File: src/rtl/mips_cpu_alu_issue.sv
// ---------------------------------------------------------------------------
// mips_cpu_alu_issue : decodes one MIPS32 ALU instruction, drives the ALU,
// waits out its latency and returns result/zero/dest over valid/ready.
// Revision 1.0
// ---------------------------------------------------------------------------
`default_nettype none

module mips_cpu_alu_issue #(
  parameter int EXEC_CYCLES = 1,
  parameter int CNT_W       = 16
) (
  input  logic             clk,
  input  logic             rst_n,
  input  logic             instr_valid_i,
  output logic             instr_ready_o,
  input  logic [31:0]      instr_i,
  input  logic [31:0]      rs_data_i,
  input  logic [31:0]      rt_data_i,
  output logic [3:0]       alu_op_o,
  output logic [31:0]      alu_a_o,
  output logic [31:0]      alu_b_o,
  output logic [4:0]       alu_sa_o,
  input  logic [31:0]      alu_result_i,
  input  logic             alu_zero_i,
  output logic             res_valid_o,
  input  logic             res_ready_i,
  output logic [31:0]      res_data_o,
  output logic             res_zero_o,
  output logic [4:0]       res_dest_o,
  output logic             res_err_o,
  output logic [CNT_W-1:0] issued_cnt_o
);

  localparam int             EXW       = (EXEC_CYCLES > 1) ? $clog2(EXEC_CYCLES) : 1;
  localparam logic [EXW-1:0] EXEC_LOAD = EXW'(EXEC_CYCLES - 1);
  localparam logic [3:0]     OP_NOP    = 4'd14;

  typedef enum logic [1:0] {
    S_IDLE = 2'd0,
    S_EXEC = 2'd1,
    S_CAPT = 2'd2,
    S_RESP = 2'd3
  } state_t;

  state_t             state_q, state_d;
  logic [3:0]         alu_op_q, alu_op_d;
  logic [31:0]        alu_a_q, alu_a_d;
  logic [31:0]        alu_b_q, alu_b_d;
  logic [4:0]         alu_sa_q, alu_sa_d;
  logic [31:0]        res_data_q, res_data_d;
  logic               res_zero_q, res_zero_d;
  logic [4:0]         res_dest_q, res_dest_d;
  logic               res_err_q, res_err_d;
  logic [EXW-1:0]     exec_cnt_q, exec_cnt_d;
  logic [CNT_W-1:0]   issued_q, issued_d;

  logic               dec_ok;
  logic [3:0]         dec_op;
  logic [31:0]        dec_b;
  logic [4:0]         dec_sa;
  logic [4:0]         dec_dest;
  logic [15:0]        imm;
  logic               unused_rs_field;

  assign imm             = instr_i[15:0];
  // The rs field is consumed upstream by register-read; only its data arrives here.
  assign unused_rs_field = ^instr_i[25:21];

  always_comb begin
    dec_ok   = 1'b1;
    dec_op   = OP_NOP;
    dec_b    = rt_data_i;
    dec_sa   = instr_i[10:6];
    dec_dest = instr_i[15:11];
    if (instr_i[31:26] == 6'h00) begin
      case (instr_i[5:0])
        6'h00:   dec_op = 4'd6;
        6'h02:   dec_op = 4'd7;
        6'h03:   dec_op = 4'd8;
        6'h04:   dec_op = 4'd9;
        6'h06:   dec_op = 4'd10;
        6'h07:   dec_op = 4'd11;
        6'h21:   dec_op = 4'd2;
        6'h23:   dec_op = 4'd3;
        6'h24:   dec_op = 4'd0;
        6'h25:   dec_op = 4'd1;
        6'h26:   dec_op = 4'd5;
        6'h2A:   dec_op = 4'd4;
        6'h2B:   dec_op = 4'd13;
        default: dec_ok = 1'b0;
      endcase
    end else begin
      dec_sa   = 5'd0;
      dec_dest = instr_i[20:16];
      dec_b    = {16'd0, imm};
      case (instr_i[31:26])
        6'h09:   begin dec_op = 4'd2;  dec_b = {{16{imm[15]}}, imm}; end
        6'h0A:   begin dec_op = 4'd4;  dec_b = {{16{imm[15]}}, imm}; end
        6'h0B:   begin dec_op = 4'd13; dec_b = {{16{imm[15]}}, imm}; end
        6'h0C:   dec_op = 4'd0;
        6'h0D:   dec_op = 4'd1;
        6'h0E:   dec_op = 4'd5;
        6'h0F:   dec_op = 4'd12;
        default: dec_ok = 1'b0;
      endcase
    end
  end

  always_comb begin
    state_d    = state_q;
    alu_op_d   = alu_op_q;
    alu_a_d    = alu_a_q;
    alu_b_d    = alu_b_q;
    alu_sa_d   = alu_sa_q;
    res_data_d = res_data_q;
    res_zero_d = res_zero_q;
    res_dest_d = res_dest_q;
    res_err_d  = res_err_q;
    exec_cnt_d = exec_cnt_q;
    issued_d   = issued_q;
    case (state_q)
      S_IDLE: begin
        if (instr_valid_i) begin
          res_dest_d = dec_dest;
          if (dec_ok) begin
            alu_op_d   = dec_op;
            alu_a_d    = rs_data_i;
            alu_b_d    = dec_b;
            alu_sa_d   = dec_sa;
            res_err_d  = 1'b0;
            exec_cnt_d = EXEC_LOAD;
            issued_d   = issued_q + CNT_W'(1);
            state_d    = S_EXEC;
          end else begin
            // Rejected instructions leave the ALU inputs untouched.
            res_err_d  = 1'b1;
            res_data_d = 32'd0;
            res_zero_d = 1'b0;
            state_d    = S_RESP;
          end
        end
      end
      S_EXEC: begin
        if (exec_cnt_q == '0) begin
          state_d = S_CAPT;
        end else begin
          exec_cnt_d = exec_cnt_q - EXW'(1);
        end
      end
      S_CAPT: begin
        res_data_d = alu_result_i;
        res_zero_d = alu_zero_i;
        state_d    = S_RESP;
      end
      S_RESP: begin
        if (res_ready_i) begin
          state_d = S_IDLE;
        end
      end
      default: state_d = S_IDLE;
    endcase
  end

  always_ff @(posedge clk or negedge rst_n) begin
    if (!rst_n) begin
      state_q    <= S_IDLE;
      alu_op_q   <= OP_NOP;
      alu_a_q    <= 32'd0;
      alu_b_q    <= 32'd0;
      alu_sa_q   <= 5'd0;
      res_data_q <= 32'd0;
      res_zero_q <= 1'b0;
      res_dest_q <= 5'd0;
      res_err_q  <= 1'b0;
      exec_cnt_q <= '0;
      issued_q   <= '0;
    end else begin
      state_q    <= state_d;
      alu_op_q   <= alu_op_d;
      alu_a_q    <= alu_a_d;
      alu_b_q    <= alu_b_d;
      alu_sa_q   <= alu_sa_d;
      res_data_q <= res_data_d;
      res_zero_q <= res_zero_d;
      res_dest_q <= res_dest_d;
      res_err_q  <= res_err_d;
      exec_cnt_q <= exec_cnt_d;
      issued_q   <= issued_d;
    end
  end

  assign instr_ready_o = (state_q == S_IDLE);
  assign res_valid_o   = (state_q == S_RESP);
  assign alu_op_o      = alu_op_q;
  assign alu_a_o       = alu_a_q;
  assign alu_b_o       = alu_b_q;
  assign alu_sa_o      = alu_sa_q;
  assign res_data_o    = res_data_q;
  assign res_zero_o    = res_zero_q;
  assign res_dest_o    = res_dest_q;
  assign res_err_o     = res_err_q;
  assign issued_cnt_o  = issued_q;

endmodule

`default_nettype wire

File: config.mk
export PLATFORM = sky130hd
export DESIGN_NAME = mips_cpu_alu_issue
export DESIGN_NICKNAME = d
export VERILOG_FILES = /design/src/rtl/mips_cpu_alu_issue.sv
export SDC_FILE = /design/constraint.sdc
export NUM_CORES = 1
export LEC_CHECK = 0
export CAP_MARGIN = 20
export CORE_MARGIN = 3
export CORE_UTILIZATION = 35
export DETAILED_ROUTE_END_ITERATION = 8
export PLACE_DENSITY = 0.73
export SKIP_LAST_GASP = 1
export SLEW_MARGIN = 20
export SYNTH_ARGS = -nofsm -noshare
export SYNTH_HDL_FRONTEND = slang
export SYNTH_SLANG_ARGS = --single-unit
File: constraint.sdc
create_clock -name clk -period 1.95 [get_ports clk]
set_clock_uncertainty 0.15 [all_clocks]
set_input_delay 0.39 -clock clk [delete_from_list [all_inputs] [get_ports clk]]
set_output_delay 0.39 -clock clk [all_outputs]
set_load 0.01 [all_outputs]
==> Yosys cells after proc, flatten, opt, wreduce, memory -nomap -nowiden <==
Index checks and enable logic that the tools add are counted.
{ "totals": {"reg_bits": 131, "out_inout_bits": 130, "in_bits": 133, "wordCells": 79} }
{ "op_classes": {"addsub": 2, "n_reduce_logical": 13, "n_mux": 26, "n_eq_ne": 27} }
{ "op_table": {"columns": ["cell", "n"], "rows": [
  ["32-bit 2-to-1 mux", 4],
  ["32-bit case mux with 2 select lines", 1],
  ["4-bit case mux with 13 select lines", 1],
  ["6-bit by 4-bit == test with 1-bit output (second input constant)", 7],
  ["6-bit == test (second input constant)", 7],
  ["4-bit case mux with 7 select lines", 1],
  ["6-bit by 3-bit == test with 1-bit output (second input constant)", 3],
  ["16-bit by 1-bit adder with 16-bit output (second input constant)", 1],
  ["13-bit OR reduction", 1],
  ["6-bit by 2-bit == test with 1-bit output (second input constant)", 2],
  ["6-bit zero test", 2],
  ["3-bit AND reduction", 4],
  ["5-bit 2-to-1 mux", 2],
  ["1-bit 2-to-1 mux", 9],
  ["2-bit 2-to-1 mux", 4],
  ["2-bit case mux with 4 select lines", 1],
  ["7-bit OR reduction", 1],
  ["2-bit != test (second input constant)", 3],
  ["2-bit == test (second input constant)", 2],
  ["4-bit 2-to-1 mux", 1],
  ["2-bit by 1-bit != test with 1-bit output (second input constant)", 2],
  ["1-bit case mux with 2 select lines", 2],
  ["2-bit nonzero test", 2],
  ["3-bit OR reduction", 1],
  ["other kinds (4)", 4]
]} }

==> Depth between registers and ports, before layout <==
{ "depth": {"word_depth": 7, "depth_mapped": 8, "ltp_nobuf": 6} }

==> Least setup slack after synthesis <==
No wires, ideal clock.
{ "synth_timing": {"kind": "input -> register", "start": "input instr_i[2]", "end": "register alu_a_q[11] (netlist: alu_a_o[11])", "stages": 8, "t_required_ps": 1675, "setup_time_ps": 125, "slack_ps": -592, "t_arrival_ps": 2268, "n_path_buf": 3, "path_cell_list": "clkbuf_1 nand4b_1 a221oi_2 a32oi_1 buf_2 nor2_4 buf_4 mux2_2"} }
{ "synth_via": {"elab_chain_len": 5, "word_cells_on_any_way": 17, "cone_classes": "eq/ne (12); mux (2); reduce/logical (3)"} }
{ "synth_lines": {"columns": ["item", "line", "rtl"], "rows": [
  ["from (decl)", "16", "input logic [31:0] instr_i,"],
  ["6-bit == test (tied with other cells)", "76", "case (instr_i[5:0])"],
  ["13-bit OR reduction (no source line) (*)", null, null],
  ["1-bit 2-to-1 mux (*)", "76", null],
  ["1-bit 2-to-1 mux (*)", "75", "if (instr_i[31:26] == 6'h00) begin"],
  ["3-bit AND reduction (no source line) (*)", null, null],
  ["to (signal assigned)", "180", "alu_a_q <= alu_a_d;"],
  ["to (decl)", "47", "logic [31:0] alu_a_q, alu_a_d;"]
]} }
Every way passes the cells marked *; elsewhere a longest branch is shown, timed or not.
A chain may end at the register's enable or synchronous reset.

==> Final worst setup path <==
{ "layout_timing": {"start": "input instr_i[30]", "end": "register alu_a_q[13] (netlist: alu_a_o[13])"} }
{ "layout_via": {"elab_chain_len": 5, "word_cells_on_any_way": 12, "cone_classes": "eq/ne (7); mux (2); reduce/logical (3)"} }
{ "layout_lines": {"columns": ["item", "line", "rtl"], "rows": [
  ["6-bit by 4-bit == test with 1-bit output", "96", "case (instr_i[31:26])"],
  ["7-bit OR reduction (no source line)", null, null],
  ["1-bit 2-to-1 mux", "96", null],
  ["1-bit 2-to-1 mux (*)", "75", null],
  ["3-bit AND reduction (no source line) (*)", null, null]
]} }
Marks and branches as above.

==> impl_metrics.py <==
metrics = {
    "run_status": {
        "outcome": "finished with violations",
        "violations": "setup timing",
    },
    "clock_network": {
        "clk_pin_slew_ps": 60,
        "clk_latency_ps": 410,
        "clock-sinks": 130,
        "clockBufferDepth": 2,
        "numCtsBuffers": 17,
        "cts_htree_levels": 4,
        "cts_root_buf": "clkbuf_16",
        "cts_tree": "done",
    },
    "placed_design": {
        "dpl-instance-area_um2": 8900,
        "port_buffers": 257,
        "gp_congestion": 0.818,
        "dpl.hpwl_mm": 13.3,
        "dp_slack_ps": -850,
    },
    "hold_path": {
        "holdPathStages": 3,
        "worstHoldPathType": "in -> reg",
    },
    "synthesis": {
        "synth_area_leader_cell": "dfrtp_1",
        "syn-instance-count": 482,
        "synth_fp_nets": 619,
        "postSynth.asyncResetShare": 1.00,
        "synth_cell_type_count": 54,
        "ys_seq_area_frac": 0.576,
        "yosysTopAreaCellShare": 0.562,
        "ys_warn_count": 0,
        "synth_edf_count": 0,
        "syn_area_um2": 5650,
        "ys_seq_elements": 130,
        "dominantRegCellSynth": "dfrtp_1",
        "avgSynthCellArea_um2": 11.7,
        "yosys-top-cells-area": "dfrtp_1, o21ai_0, mux2_2",
    },
    "global_route": {
        "grt_first_pass_wirelength_mm": 31.6,
        "grt_usage": 0.226,
        "grt-ovfl-total": 0,
        "grt_pass1_vias": 5703,
        "grt_max_degree": 43,
        "antenna_found_initial": 0,
    },
    "drt": {
        "wl_met3_mm": 1.49,
        "drc_errors": 0,
        "via_per_inst": 5.20,
        "firstDrtPassIters": 5,
        "routed_wl_mm": 20.1,
        "wl_met1_mm": 7.97,
        "highest_layer": "met4",
        "dr_wl_met2_mm": 10.2,
        "num_vias": 5316,
        "drtIter0Drc": 235,
        "wl_per_cell_um": 19.7,
        "drtAntennaViolNets": 0,
    },
    "critical_path": {
        "critPathBufInv": 6,
        "crit_path_cell_trace": "dlygate4sd2_1, buf_6, nor4_4, buf_4, a32oi_4, nor2_4, buf_12, buf_12, buf_16, mux2_4",
        "rr_worst_depth": 7,
        "cp.required_ps": 2090,
        "start_kind": "primary input",
        "max_stage_delay_ps": 300,
        "crit_path_frequent_cell": "buf_12",
        "critPathCaptureType": "register",
        "cp.arrival_ps": 2190,
        "r2r_slack_ps": 40,
        "worst_path_max_delay_cell": "mux2_4",
        "path_class": "in -> reg",
        "path_delay_family": "buffers and inverters",
        "critPathMaxFanout": 5,
        "cp.depth": 10,
    },
    "floorplanning": {
        "core_area_um2": 15500,
        "die_y_um": 133,
        "pin_count": 263,
        "start_util": 0.365,
        "dieArea_um2": 17700,
        "fp.dieW_um": 133,
        "num_rows": 45,
    },
    "timing": {
        "min_period_over_period": 1.05,
        "timing.fmax_mhz": 489,
        "layout_setup_ws_ps": -96.8,
        "whs_ps": 156,
        "slew_viol_final": 0,
        "hold_violations": 0,
        "worst_pin_slew_ps": 535,
        "rsz0062_at_grt": "yes",
        "slew-limit-headroom": 0.643,
        "setup_viol": 37,
        "period_needed_ps": 2050,
    },
    "power_and_ir_drop": {
        "leakage_nw": 4.67,
        "powerDensity_nw_per_um2": 1240,
        "ir_drop_mv": 0.573,
    },
    "layout": {
        "synthToLayoutAreaGrowth_pct": 80.3,
        "drive_gt1_frac": 0.232,
        "final_cell_mix": "clkdlybuf4s50_1, dfrtp_1, o21ai_0",
        "fill_cells": 1177,
        "utilization": 0.658,
        "nets": 935,
        "diodes": 0,
        "layout_commonest_cell": "clkdlybuf4s50_1",
        "design_area_um2": 10200,
    },
    "job": {
        "max-cap-violations": 0,
    },
}
metrics by stage:
step / std cells / TNS (ps) / total power, W
2_1_floorplan: 482 / -33990 / 0.00592
6_report: 1022 / -1880 / 0.0126
3_5_place_dp: 963 / -96250 / 0.00853
5_1_grt: 1022 / -4500 / 0.0132
3_3_place_gp: 963 / -88250 / 0.00838
4_1_cts: 1020 / -7750 / 0.0126
what timing repair did:
item	CTS	global route
endpoints found under the setup margin	144	130
hold buffers	1	0
buffers inserted	16	7
endpoints found under the hold margin	37	0
pin swaps	16	27
gates cloned	8	1
resized for setup	92	64
cells in the mapped netlist, types with 4 or more instances:
cell      count
clkbuf_1     28
ha_1          4
inv_1         4
mux2i_1      20
dfrtp_1     127
nand3_1       7
a21oi_1      23
buf_2         5
xor2_1       15
mux2_2       33
o21ai_0      89
a22o_1       33
nor2_1        9
nor4_1        5
o21ai_1       4
nor3_1        6
nand2_1      17
worst paths after layout:
kind / startpoint / end
worst max register to register: state_q[0] / issued_cnt_o[13]
worst max-delay path: instr_i[30] / alu_a_o[13]
worst min register to register: issued_cnt_o[15] / issued_cnt_o[15]
max in group asynchronous: rst_n / alu_b_o[4]
worst min-delay path: instr_i[3] / alu_b_o[3]
min in group asynchronous: rst_n / alu_b_o[18]
cell type report:
type / count / area, um2 / share of cell area
Clock buffer: 24 / 482 / 0.0473
Inverter: 4 / 15.0 / 0.00147
Sequential cell: 130 / 3260 / 0.320
Timing Repair Buffer: 334 / 3460 / 0.340
Tap cell: 211 / 264 / 0.0259
Multi-Input combinational cell: 311 / 2590 / 0.254
Clock inverter: 8 / 126 / 0.0124
report_power, final:
| group | switching, W | internal [W] |
|---|---|---|
| registers | 0.000505 | 0.00356 |
| clock network | 0.00117 | 0.00212 |
| logic | 0.00209 | 0.00315 |
| total | 0.00376 | 0.00883 |
sequential cells by signal, indices dropped and copies added (netlist names):
signal	count
alu_sa_o	5
res_dest_o	5
res_zero_o	1
state_q	2
res_data_o	32
issued_cnt_o	16
res_err_o	1
alu_b_o	32
alu_op_o	4
alu_a_o	32
per-layer routing:
metal / track usage / vias to the layer above
met5: 0 / -
met4: 0.0756 / 0
met3: 0.0677 / 35
met2: 0.386 / 239
met1: 0.271 / 2637
li1: - / 2405
worst register-to-register path: stages, from the launching register on:
cell,delay [ps]
dfrtp_1,400
inv_1,130
ha_4,190
nand2_2,100
or2_4,320
buf_4,180
nor4_4,210
xor2_1,170
logic make-up (layout without fill, tap and decap cells):
kind of cell / Yosys count / after routing / synth area share
flip-flops: 130 / 130 / 0.576
AO/OA/AOI/OAI: 165 / 165 / 0.178
buffers and inverters: 41 / 370 / 0.0316
XOR/XNOR: 17 / 17 / 0.0288
AND/OR/NAND/NOR: 71 / 71 / 0.0737
adder cells (fa/ha/maj): 4 / 4 / 0.00885
multiplexers: 54 / 54 / 0.103
Note: power is estimated with default switching activity, not from simulation.
